<file path="config.mk">
export PLATFORM = sky130hd
export DESIGN_NAME = microc_stack_flat
export DESIGN_NICKNAME = d
export VERILOG_FILES = /design/src/rtl/microc_stack_if.sv /design/src/rtl/microc_stack.sv /design/src/flat_wrapper.sv
export SDC_FILE = /design/constraint.sdc
export NUM_CORES = 1
export LEC_CHECK = 0
export BUFFER_PORTS_ARGS = -buffer_cell sky130_fd_sc_hd__buf_4
export CAP_MARGIN = 40
export CORE_AREA = 4 4 217 197
export CTS_BUF_LIST = sky130_fd_sc_hd__clkbuf_8
export DETAILED_ROUTE_END_ITERATION = 10
export DIE_AREA = 0 0 221 201
export GPL_TIMING_DRIVEN = 0
export PLACE_DENSITY_LB_ADDON = 0.1
export SLEW_MARGIN = 0
export SYNTH_ARGS = -nofsm -noshare
export SYNTH_HDL_FRONTEND = slang
export SYNTH_SLANG_ARGS = --single-unit
</file>
<file path="constraint.sdc">
create_clock -name clk -period 7.6 [get_ports clk]
set_input_delay 1.14 -clock clk [delete_from_list [all_inputs] [get_ports clk]]
set_output_delay 1.14 -clock clk [all_outputs]
set_load 0.005 [all_outputs]
</file>
<file path="src/rtl/microc_stack_if.sv">
// Bus bundle for microc_stack: instruction fetch, control inputs and status outputs.
// Define MICROC_STACK_CARRY_EN to add the carry flag signal c.
interface microc_stack_if #(
    parameter int PC_W = 10
);
    logic [15:0]     instr;
    logic [PC_W-1:0] pc;
    logic [5:0]      Opcode;
    logic            s_inc;
    logic            s_inm;
    logic            we3;
    logic            wez;
    logic [2:0]      Op;
    logic            push;
    logic            pop;
    logic            z;
    logic            stack_full;
    logic            stack_empty;
    logic            stack_err;
`ifdef MICROC_STACK_CARRY_EN
    logic            c;
`endif

    modport slave (
        input  instr, s_inc, s_inm, we3, wez, Op, push, pop,
        output pc, Opcode, z, stack_full, stack_empty, stack_err
`ifdef MICROC_STACK_CARRY_EN
        , output c
`endif
    );

    modport master (
        output instr, s_inc, s_inm, we3, wez, Op, push, pop,
        input  pc, Opcode, z, stack_full, stack_empty, stack_err
`ifdef MICROC_STACK_CARRY_EN
        , input c
`endif
    );
endinterface

</file>
<file path="src/rtl/microc_stack.sv">
// Single-cycle microcontroller datapath with register file, ALU and return-address stack.
// Define MICROC_STACK_CARRY_EN to add a registered carry/borrow flag on bus.c.
module microc_stack #(
    parameter int DATA_W      = 8,
    parameter int PC_W        = 10,
    parameter int STACK_DEPTH = 4
) (
    input  logic          clk,
    input  logic          reset,
    microc_stack_if.slave bus
);
    localparam int DEPTH_W = $clog2(STACK_DEPTH + 1);
    localparam int IDX_W   = $clog2(STACK_DEPTH);

    logic [PC_W-1:0]    r_pc;
    logic               r_z;
    logic [DEPTH_W-1:0] r_depth;
    logic               r_err;
    logic [PC_W-1:0]    r_stack [STACK_DEPTH];
    logic [DATA_W-1:0]  r_regs  [16];

    logic [3:0]         w_ra1, w_ra2, w_wa3;
    logic [DATA_W-1:0]  w_rd1, w_rd2, w_sum, w_alu, w_wd3;
    logic [PC_W-1:0]    w_pcInc, w_seqPc, w_nextPc, w_top;
    logic [IDX_W-1:0]   w_wrIdx, w_topIdx;
    logic [DEPTH_W-1:0] w_nextDepth;
    logic               w_full, w_empty, w_stackWe, w_setErr;

    assign w_ra1 = bus.instr[11:8];
    assign w_ra2 = bus.instr[7:4];
    assign w_wa3 = bus.instr[3:0];

    // r0 is never written, so its reads are forced to zero here.
    assign w_rd1 = (w_ra1 == 4'd0) ? '0 : r_regs[w_ra1];
    assign w_rd2 = (w_ra2 == 4'd0) ? '0 : r_regs[w_ra2];

`ifdef MICROC_STACK_CARRY_EN
    logic w_carry;
    logic r_c;
    assign {w_carry, w_sum} = {1'b0, w_rd1} + {1'b0, w_rd2};
`else
    assign w_sum = w_rd1 + w_rd2;
`endif

    always_comb begin
        w_alu = '0;
        case (bus.Op)
            3'b000:  w_alu = w_rd1;
            3'b001:  w_alu = ~w_rd1;
            3'b010:  w_alu = w_sum;
            3'b011:  w_alu = w_rd1 - w_rd2;
            3'b100:  w_alu = w_rd1 & w_rd2;
            3'b101:  w_alu = w_rd1 | w_rd2;
            3'b110:  w_alu = -w_rd1;
            default: w_alu = -w_rd2;
        endcase
    end

    assign w_wd3 = bus.s_inm ? DATA_W'(bus.instr[11:4]) : w_alu;

    assign w_full   = (r_depth == DEPTH_W'(STACK_DEPTH));
    assign w_empty  = (r_depth == '0);
    assign w_wrIdx  = IDX_W'(r_depth);
    assign w_topIdx = IDX_W'(r_depth - 1'b1);
    assign w_top    = r_stack[w_topIdx];

    assign w_pcInc = r_pc + 1'b1;
    assign w_seqPc = bus.s_inc ? w_pcInc : bus.instr[PC_W-1:0];

    // Stack arbitration: conflict beats pop beats push; errors never move the stack.
    always_comb begin
        w_nextPc    = w_seqPc;
        w_nextDepth = r_depth;
        w_stackWe   = 1'b0;
        w_setErr    = 1'b0;
        if (bus.push && bus.pop) begin
            w_setErr = 1'b1;
        end else if (bus.pop) begin
            if (!w_empty) begin
                w_nextPc    = w_top;
                w_nextDepth = r_depth - 1'b1;
            end else begin
                w_nextPc = '0;
                w_setErr = 1'b1;
            end
        end else if (bus.push) begin
            if (!w_full) begin
                w_stackWe   = 1'b1;
                w_nextDepth = r_depth + 1'b1;
            end else begin
                w_setErr = 1'b1;
            end
        end
    end

    always_ff @(posedge clk) begin
        if (reset) begin
            r_pc    <= '0;
            r_z     <= 1'b0;
            r_depth <= '0;
            r_err   <= 1'b0;
        end else begin
            r_pc    <= w_nextPc;
            r_depth <= w_nextDepth;
            if (w_setErr) r_err <= 1'b1;
            if (bus.wez)  r_z   <= (w_alu == '0);
        end
    end

    always_ff @(posedge clk) begin
        if (!reset && bus.we3 && (w_wa3 != 4'd0)) r_regs[w_wa3] <= w_wd3;
    end

    always_ff @(posedge clk) begin
        if (!reset && w_stackWe) r_stack[w_wrIdx] <= w_pcInc;
    end

`ifdef MICROC_STACK_CARRY_EN
    always_ff @(posedge clk) begin
        if (reset) begin
            r_c <= 1'b0;
        end else if (bus.wez) begin
            case (bus.Op)
                3'b010:  r_c <= w_carry;
                3'b011:  r_c <= (w_rd1 < w_rd2);
                default: r_c <= 1'b0;
            endcase
        end
    end
    assign bus.c = r_c;
`endif

    assign bus.pc          = r_pc;
    assign bus.Opcode      = bus.instr[15:10];
    assign bus.z           = r_z;
    assign bus.stack_full  = w_full;
    assign bus.stack_empty = w_empty;
    assign bus.stack_err   = r_err;
endmodule

</file>
<file path="src/flat_wrapper.sv">
// flat-port wrapper written by rule: the top's interface ports become plain ports
module microc_stack_flat 
#(
    parameter int DATA_W      = 8,
    parameter int PC_W        = 10,
    parameter int STACK_DEPTH = 4
)
  (clk, reset, bus_instr, bus_s_inc, bus_s_inm, bus_we3, bus_wez, bus_Op, bus_push, bus_pop, bus_pc, bus_Opcode, bus_z, bus_stack_full, bus_stack_empty, bus_stack_err);
  microc_stack_if #(.PC_W(PC_W)) bus_i ();
  input  logic clk;
  input  logic reset;
  input wire logic [$bits(bus_i.instr)-1:0] bus_instr;
  input wire logic [$bits(bus_i.s_inc)-1:0] bus_s_inc;
  input wire logic [$bits(bus_i.s_inm)-1:0] bus_s_inm;
  input wire logic [$bits(bus_i.we3)-1:0] bus_we3;
  input wire logic [$bits(bus_i.wez)-1:0] bus_wez;
  input wire logic [$bits(bus_i.Op)-1:0] bus_Op;
  input wire logic [$bits(bus_i.push)-1:0] bus_push;
  input wire logic [$bits(bus_i.pop)-1:0] bus_pop;
  output wire logic [$bits(bus_i.pc)-1:0] bus_pc;
  output wire logic [$bits(bus_i.Opcode)-1:0] bus_Opcode;
  output wire logic [$bits(bus_i.z)-1:0] bus_z;
  output wire logic [$bits(bus_i.stack_full)-1:0] bus_stack_full;
  output wire logic [$bits(bus_i.stack_empty)-1:0] bus_stack_empty;
  output wire logic [$bits(bus_i.stack_err)-1:0] bus_stack_err;
  assign bus_i.instr = bus_instr;
  assign bus_i.s_inc = bus_s_inc;
  assign bus_i.s_inm = bus_s_inm;
  assign bus_i.we3 = bus_we3;
  assign bus_i.wez = bus_wez;
  assign bus_i.Op = bus_Op;
  assign bus_i.push = bus_push;
  assign bus_i.pop = bus_pop;
  assign bus_pc = bus_i.pc;
  assign bus_Opcode = bus_i.Opcode;
  assign bus_z = bus_i.z;
  assign bus_stack_full = bus_i.stack_full;
  assign bus_stack_empty = bus_i.stack_empty;
  assign bus_stack_err = bus_i.stack_err;
  microc_stack #(.DATA_W(DATA_W), .PC_W(PC_W), .STACK_DEPTH(STACK_DEPTH)) u_core (.clk(clk), .reset(reset), .bus(bus_i));
endmodule
</file>
==> flow_summary.toml, run 1 <==
[yosys]
ys_seq_area_share_pct = 53.3
ys_warn_count = 0
async_reset_ff_share_pct = 0
synth_cells = 724
synth_area_um2 = 10000
ys_ff_latch = 183
yosys.cell_types.count = 78
synthFlopType = "edfxtp_1"
synth_area_per_cell_um2 = 13.8
synth_edf_count = 168

[routing]
remaining_drc_errors = 0
dr.pass1.iters = 5
drt_iter0_markers = 620
wl_per_cell_um = 23.5
viasPerCell = 4.84
ant_nets = 0
via_count = 6576
drt-total-wl_mm = 31.9

[setup_path]
critPathLaunchType = "input pin"
cp.required_ns = 7.83
regToRegSetupSlack_ns = 2.35
arrival_ns = 6.20
cpMostUsedCell = "buf_4"
cp.depth = 19
critical-path-top-delay-family = "compound AO/OA/AOI/OAI gates"
crit_chain = "buf_4, buf_4, nor2b_1, a221oi_1, o31ai_1, inv_1, ha_1, a21oi_1, ha_1, nor2b_1, o31a_1, o21a_1, o21a_1, o22a_1, xnor2_1, or2_2, a32oi_1, mux2i_1, buf_4"
critical_path_peak_fanout = 11
critical-path-max-stage-delay_ns = 0.63
reg2reg_depth = 17
endpoint_kind = "register"
crit_buf_inv = 4
worst-setup-path-type = "in -> reg"
slowest_stage = "o31ai_1"

[clock_tree]
cts_setup_buffers = 0
numCtsBuffers = 17
clockBufferDepth = 2
tritoncts = "built"
clk_pin_slew_ns = 0.09
insertion_delay_ns = 0.49
cts_resized = 0
cts.sinks = 183
cts_root_buf = "clkbuf_8"
cts-hold-fix-buffers = 0
htreeDepth = 4

[run_status]
status = "completed"

[timing]
relSlewSlack_pct = 41.7
rsz0062_at_grt = "false"
max_freq_mhz = 167
finClkSkew_ns = 0.0225
min_period_ns = 5.97
setup_violations = 0
worst_slack_ns = 1.63
timing.final.hold_violations = 0
fin_setup_tns_ns = 0
whs_ns = 0.502
fin_crit_sh_pct = 78.6
drv_slew = 0
tightest_slew_ns = 0.874

[placed_design]
place.gp.congestion = 0.823
dp_hpwl_mm = 24.1
io_buffers = 32
pre_cts_ws_ns = 1.10

[die]
die_width_um = 221
io_pins = 47
core_area_um2 = 40500
fp-row-count = 70
initial_core_util_pct = 24.8
die_area_um2 = 44400
dieHeight_um = 201

[finish]
areaGrowthSynthToFinish_pct = 15.3
n_antenna_cell = 0
fin_nets = 853
drive_above_1_share_pct = 25.7

[grt]
grt_busiest_layer = "met2"
use_met2_pct = 22.0
grt-ovfl-total = 0
antenna_found_initial = 0
grt_pass1_wl_mm = 46.9
use_met3_pct = 2.79
grt_util_met1_pct = 20.7
first_global_vias = 6822
grtUsageTotal_pct = 14.3
grt_max_degree = 18

[flow_run]
max_cap_viol_count = 0

[power_and_ir_drop]
power_frac_comb_pct = 21.8
pwr-share-seq_pct = 51.0
switching_share_pct = 30.4
leakagePower_nw = 3.96
cell_internal_pwr_w = 0.00159
clkPwrFrac_pct = 27.1
ir_worst_vdd_uv = 90.7
p_sw_w = 0.000691
powerDensity_nw_per_um2 = 197

[min_path]
hold_depth = 2
hold_path.class = "reg -> reg"
worst register-to-register path, stage by stage, from the launching register on:
cell and delay, ns:
edfxtp_1 0.39, mux2_2 0.28, a221oi_1 0.61, o31ai_1 0.29, inv_1 0.25, ha_1 0.30
a21oi_1 0.31, ha_1 0.29, nor2b_1 0.14, o31a_1 0.26, o21a_1 0.19, o21a_1 0.18
o22a_1 0.20, xnor2_1 0.14, or2_2 0.29, a32oi_1 0.34, mux2i_1 0.28, buf_4 0.26
area by class of cell:
type / count / area, um2
Buffer: 48 / 334
Clock buffer: 17 / 234
Clock inverter: 15 / 115
Fill cell: 4130 / 28900
Inverter: 21 / 78.8
Multi-Input combinational cell: 479 / 4300
Sequential cell: 183 / 5350
Tap cell: 540 / 676
Timing Repair Buffer: 57 / 467
Yosys cell counts, drive strengths merged (7+ instances only):
cell     number  share of area (%)
nor2         52                1.9
and2          8               0.50
mux2i        47                4.7
clkbuf       22                1.4
nand3        17               0.85
a21oi        18               0.94
xnor2        21                1.8
ha           18                2.2
o21ai        19               0.95
buf          26                1.9
nand2        44                1.6
dfxtp        15                3.0
mux4         58                 13
nor3         12               0.60
or2           8               0.50
o22ai        11               0.75
inv          18               0.67
edfxtp      168                 50
nand2b        7               0.44
a2bb2oi       8               0.70
mux2         15                1.7
state kept, by name, summed over array words and instances (netlist names):
register and count:
u_core.bus.pc 10, u_core.bus.stack_err 1, u_core.bus.z 1, u_core.r_depth 3
u_core.r_regs 128, u_core.r_stack 40
metal layers:
metal	up-vias	share of wire [%]
li1	3001	-
met1	3389	49
met4	0	1.8
met5	-	0
met2	158	45
met3	28	4.5
power by group through the flow:
stage / sequential [W] / clock, W / combinational, W
5_1_grt: 0.00117 / 0.000682 / 0.000542
3_5_place_dp: 0.00119 / 0 / 0.000497
4_1_cts: 0.00116 / 0.000644 / 0.000500
3_3_place_gp: 0.00119 / 0 / 0.000482
6_report: 0.00116 / 0.000618 / 0.000497
2_1_floorplan: 0.00118 / 0 / 0.000327
final timing paths:
| check | startpoint | end |
|---|---|---|
| worst max-delay path | bus_instr[5] | u_core.r_regs[3][7] |
| worst min-delay path | u_core.bus.stack_err | u_core.bus.stack_err |
| worst max register to register | u_core.r_regs[3][0] | u_core.r_regs[3][7] |
| worst min register to register | u_core.bus.stack_err | u_core.bus.stack_err |
metrics by stage:
step / cell area (um2) / total power (W) / instances / utilization, %
after detailed placement: 11200 / 0.00168 / 1328 / 27.7
after global placement: 11000 / 0.00167 / 1303 / 27.1
after global routing: 11600 / 0.00239 / 1360 / 28.6
after CTS: 11600 / 0.00231 / 1360 / 28.6
after floorplan: 10000 / 0.00151 / 731 / -
final: 11600 / 0.00228 / 1360 / 28.6
cell usage in the layout, fill, tap and decap left out, types with 16 or more instances in the layout:
master    count
ha_1         18
inv_1        19
edfxtp_1    168
mux4_2       55
clkbuf_8     23
xnor2_1      21
nand2_1      44
mux2i_1      47
nor2_1       52
buf_4        59
a21oi_1      17
nand3_1      17
clkbuf_1     16
logic make-up (layout without fill, tap and decap cells):
family,after synthesis,count (layout),share of synthesized area (%)
and+or+nand+nor,181,181,8.97
buffers and inverters,69,158,4.12
adders and majority gates,19,19,2.45
AOI/OAI and AO/OA,125,125,9.29
other,1,8,0.0374
xor gates and xnor gates,26,26,2.27
muxes,120,120,19.5
DFF,183,183,53.3
Power figures use the tool's default switching activity.
==> run 2: changes to the inputs <==
==> constraint.sdc (replaced) <==
create_clock -name clk -period 5.4 [get_ports clk]
set_input_delay 0.81 -clock clk [delete_from_list [all_inputs] [get_ports clk]]
set_output_delay 0.81 -clock clk [all_outputs]
set_load 0.005 [all_outputs]
==> run 2 against run 1 <==
Sequential power grew 41%. Non-clock buffer count stayed put. Final area is 0.26% higher. Power increased by 41%. Hold slack barely moved. Worst setup slack worse by 1.4 ns. Via count shrank 0.14%. Global-route usage did not move. Clock-buffer cell count unchanged.
==> flow_summary.toml, run 2 (synthesis gave the netlist of run 1 again) <==
[clock_tree]
insertion_delay_ns = 0.49
tritoncts = "built"
numCtsBuffers = 17
cts_root_buf = "clkbuf_8"
htreeDepth = 4
cts_setup_buffers = 0
clk_pin_slew_ns = 0.09
clockBufferDepth = 2
cts-hold-fix-buffers = 0
cts.sinks = 183

[routing]
ant_nets = 0
via_count = 6567
viasPerCell = 4.83
wl_per_cell_um = 23.5
remaining_drc_errors = 0
drt_iter0_markers = 638
dr.pass1.iters = 5
drt-total-wl_mm = 31.9

[finish]
drive_above_1_share_pct = 26.6
fin_area_um2 = 11600
n_antenna_cell = 0
largest_reg_flops = 128
areaGrowthSynthToFinish_pct = 15.6
final_common_cell = "edfxtp_1"
max_flop_register = "u_core.r_regs"
fin_nets = 853
final_cell_mix = "edfxtp_1 (168), buf_4 (59), mux4_2 (55)"

[grt]
grt_max_degree = 18
grt-ovfl-total = 0
antenna_found_initial = 0
grtUsageTotal_pct = 14.3
grt_pass1_wl_mm = 46.9
first_global_vias = 6822

[placed_design]
place.gp.congestion = 0.823
dpl_cell_area_um2 = 11200
pre_cts_ws_ns = -0.767
io_buffers = 32
dp_hpwl_mm = 24.1

[die]
core_area_um2 = 40500
die_area_um2 = 44400
die_width_um = 221
fp-row-count = 70
initial_core_util_pct = 24.8
dieHeight_um = 201
io_pins = 47

[setup_path]
critical-path-top-delay-family = "compound AO/OA/AOI/OAI gates"
arrival_ns = 5.43
slowest_stage = "mux4_2"
crit_chain = "buf_4, buf_6, mux4_2, a22oi_1, o31ai_2, inv_2, ha_2, a21oi_2, ha_1, nor2b_1, o31a_1, o21a_1, o21a_1, o22a_1, xnor2_1, or2_2, a32oi_2, mux2i_2, buf_4"
critical-path-max-stage-delay_ns = 0.58
critPathLaunchType = "input pin"
critical_path_peak_fanout = 11
cp.required_ns = 5.63
worst-setup-path-type = "in -> reg"
endpoint_kind = "register"
crit_buf_inv = 4

[power_and_ir_drop]
p_total_w = 0.00321
powerDensity_nw_per_um2 = 277
leakagePower_nw = 3.96
ir_worst_vdd_uv = 128

[timing]
fin_crit_sh_pct = 96.3
drv_slew = 0
finClkSkew_ns = 0.0222
timing.final.hold_violations = 0
fin_setup_tns_ns = 0
tightest_slew_ns = 0.886
setup_violations = 0
relSlewSlack_pct = 40.9
max_freq_mhz = 192
worst_slack_ns = 0.202
min_period_ns = 5.20
whs_ns = 0.501

[min_path]
hold_path.class = "reg -> reg"

[flow_run]
max_cap_viol_count = 0

[run_status]
status = "completed"
-- run 2: cell counts in the layout (fill, tap and decap cells not counted) --
Identical to the previous run, type by type.
-- run 2: report_power, final --
| part | internal (W) | switching, W | total, W |
|---|---|---|---|
| Sequential | 0.00161 | 0.0000214 | 0.00164 |
| Clock | 0.000327 | 0.000542 | 0.000869 |
| Combinational | 0.000294 | 0.000413 | 0.000706 |
-- run 2: worst paths after layout --
| check | from | end | slack, ns | depth (start not counted) |
|---|---|---|---|---|
| setup / recovery | bus_instr[4] | u_core.r_regs[3][7] | 0.20 | 19 |
| hold / removal | u_core.bus.stack_err | u_core.bus.stack_err | 0.50 | 2 |
| setup reg to reg | u_core.r_regs[3][0] | u_core.r_regs[3][7] | 0.48 | 17 |
| hold reg to reg | u_core.bus.stack_err | u_core.bus.stack_err | 0.50 | 2 |
-- run 2: worst min-delay path: stages (launching register included) --
cell	delay, ns
dfxtp_1	0.33
nor2_1	0.10
nor2_1	0.04
-- run 2: final cells by class --
class / count / area [um2]
inverter: 21 / 78.8
sequential: 183 / 5350
clock buffer: 17 / 234
fill: 4130 / 28900
buffer: 48 / 334
clock inverter: 15 / 115
multi-input combinational: 479 / 4330
timing repair buffer: 57 / 467
tap: 540 / 676
-- run 2: metrics by stage --
stage | instances | util [%]
6_report | 1360 | 28.6
5_1_grt | 1360 | 28.6
4_1_cts | 1360 | 28.6
3_5_place_dp | 1328 | 27.7
3_3_place_gp | 1303 | 27.1
2_1_floorplan | 731 | -
-- run 2: repair_timing --
action                                 4_1_cts  5_1_grt
setup endpoints to repair                   16       29
endpoints found under the hold margin        0        0
resized for setup                            2        6
-- run 2: per-layer routing --
metal  track usage, %  vias up  share of wire, %
met5                0        -                 0
met4             3.77        0               1.8
met3             2.79       28               4.6
met2             22.0      148                45
met1             20.7     3391                48
li1                 -     3000                 -
==> run 3: changes to the inputs <==
--- a/config.mk
+++ b/config.mk
@@ -12,7 +12,6 @@
 export DETAILED_ROUTE_END_ITERATION = 10
 export DIE_AREA = 0 0 221 201
 export GPL_TIMING_DRIVEN = 0
-export PLACE_DENSITY_LB_ADDON = 0.1
 export SLEW_MARGIN = 0
 export SYNTH_ARGS = -nofsm -noshare
 export SYNTH_HDL_FRONTEND = slang
==> run 3 against run 2 <==
Die area unchanged. Sequential share of layout area rose by 0.15 points. Final cell count decreased by 0.44%. Final area fell by 0.32%. Sequential power about the same. Combinational power decreased by 4.5%. Wire length down 14%. Register-to-register slack improved by 0.05 ns. Worst setup slack gained 0.063 ns. Global-route usage fell by 2.2 points. Critical path depth grew 1.
==> flow_summary.toml, run 3 (synthesis gave the netlist of run 1 again) <==
[finish]
fin_nets = 846
final_cell_mix = "edfxtp_1 (168), buf_4 (58), mux4_2 (55)"
num-fill-cells = 4104
largest_reg_flops = 128
areaGrowthSynthToFinish_pct = 15.2
utilization_pct = 28.5
final_common_cell = "edfxtp_1"
drive_above_1_share_pct = 26.0
max_flop_register = "u_core.r_regs"

[grt]
grt_pass1_wl_mm = 41.3
antenna_found_initial = 2
grtUsageTotal_pct = 12.0
grt-ovfl-total = 0
first_global_vias = 6552
grt_max_degree = 20

[power_and_ir_drop]
leakagePower_nw = 3.95
ir_worst_vdd_uv = 148
powerDensity_nw_per_um2 = 279

[clock_tree]
cts_root_buf = "clkbuf_8"
tritoncts = "built"
clk_pin_slew_ns = 0.10
clockBufferDepth = 2
cts.sinks = 183
htreeDepth = 4
insertion_delay_ns = 0.46
cts-hold-fix-buffers = 0
numCtsBuffers = 17
cts_setup_buffers = 0

[placed_design]
pre_cts_ws_ns = -0.736
dp_hpwl_mm = 20.1
place.gp.congestion = 0.875
io_buffers = 32

[setup_path]
slowest_stage = "mux4_2"
critical-path-max-stage-delay_ns = 0.54
cpMostUsedCell = "o21a_1"
critical_path_peak_fanout = 13
crit_chain = "buf_4, buf_6, mux4_2, a22oi_1, o31ai_4, inv_1, ha_2, nor2_1, xnor2_1, ha_1, o21a_1, o31a_1, o21a_1, o21a_1, o22a_1, xnor2_1, or2_2, a32oi_1, mux2i_1, buf_4"
crit_buf_inv = 4
worst-setup-path-type = "in -> reg"
critical-path-top-delay-family = "compound AO/OA/AOI/OAI gates"
cp.required_ns = 5.60
endpoint_kind = "register"
critPathLaunchType = "input pin"
arrival_ns = 5.33

[routing]
remaining_drc_errors = 0
viasPerCell = 4.90
ant_nets = 0
wl_per_cell_um = 20.2
dr.pass1.iters = 5
via_count = 6628
drt-total-wl_mm = 27.3
drt_iter0_markers = 602

[timing]
fin_crit_sh_pct = 95.1
timing.final.hold_violations = 0
relSlewSlack_pct = 38.9
tightest_slew_ns = 0.909
setup_violations = 0
finClkSkew_ns = 0.0215
rsz0062_at_grt = "false"
max_freq_mhz = 195
worst_slack_ns = 0.264
fin_setup_tns_ns = 0
min_period_ns = 5.14
drv_slew = 0

[die]
fp-row-count = 70
die_width_um = 221
core_area_um2 = 40500
io_pins = 47
dieHeight_um = 201
initial_core_util_pct = 24.8
die_area_um2 = 44400

[run_status]
status = "completed"

[min_path]
hold_path.class = "reg -> reg"

[flow_run]
max_cap_viol_count = 0
[run 3: cell count changes in the layout (fill, tap and decap cells not counted), sizes merged]
| cell | change |
|---|---|
| buf | -8 |
| clkinvlp | -2 |
| inv | +2 |
| clkbuf | +1 |
| diode | +1 |
[run 3: metrics by stage]
| stage | power (W) | hold WS [ns] | cell area (um2) | std cells |
|---|---|---|---|---|
| after floorplan | 0.00212 | 0.463 | 10000 | 731 |
| after global placement | 0.00231 | 0.467 | 11000 | 1303 |
| after detailed placement | 0.00233 | 0.477 | 11100 | 1321 |
| after CTS | 0.00322 | 0.501 | 11500 | 1353 |
| after global routing | 0.00336 | 0.576 | 11500 | 1353 |
| final | 0.00322 | 0.496 | 11500 | 1354 |
[run 3: layer usage]
| metal | GRT usage (%) | part of all wire, % | up-vias | routed length, um |
|---|---|---|---|---|
| met3 | 2.08 | 7.3 | 20 | 1990 |
| met4 | 2.67 | 0.83 | 2 | 226 |
| met2 | 19.9 | 48 | 241 | 13100 |
| met5 | 0 | 0.048 | - | 13 |
| met1 | 16.7 | 44 | 3373 | 12000 |
| li1 | - | - | 2992 | - |
[run 3: worst min-delay path, cell delays in order, from the launching register on]
cell	delay [ns]
dfxtp_1	0.35
nor2_1	0.05
nor2_1	0.07
[run 3: worst paths after layout]
kind	startpoint	endpoint	slack, ns	depth (start not counted)
worst min register to register	u_core.bus.stack_err	u_core.bus.stack_err	0.50	2
worst max register to register	u_core.r_regs[1][0]	u_core.r_regs[7][7]	0.53	18
worst min-delay path	u_core.bus.stack_err	u_core.bus.stack_err	0.50	2
worst max-delay path	bus_instr[4]	u_core.r_regs[7][7]	0.26	20
[run 3: cell type report]
class                      instances  area [um2]  area share (%)
antenna                            1        2.50          0.0217
buffer                            48         339            2.94
clock buffer                      17         234            2.03
clock inverter                    15         153            1.32
inverter                          21        78.8           0.683
multi-input combinational        479        4330            37.5
sequential                       183        5350            46.3
tap                              540         676            5.85
timing repair buffer              50         388            3.36
[run 3: what timing repair did]
action,in CTS,in global routing
gates resized for setup,3,8
pin swaps,0,1
endpoints found under the setup margin,29,23
[run 3: power breakdown]
part / switching, W / internal [W]
Combinational: 0.000386 / 0.000288
Sequential: 0.0000214 / 0.00161
Clock: 0.000563 / 0.000348
Total: 0.000970 / 0.00225
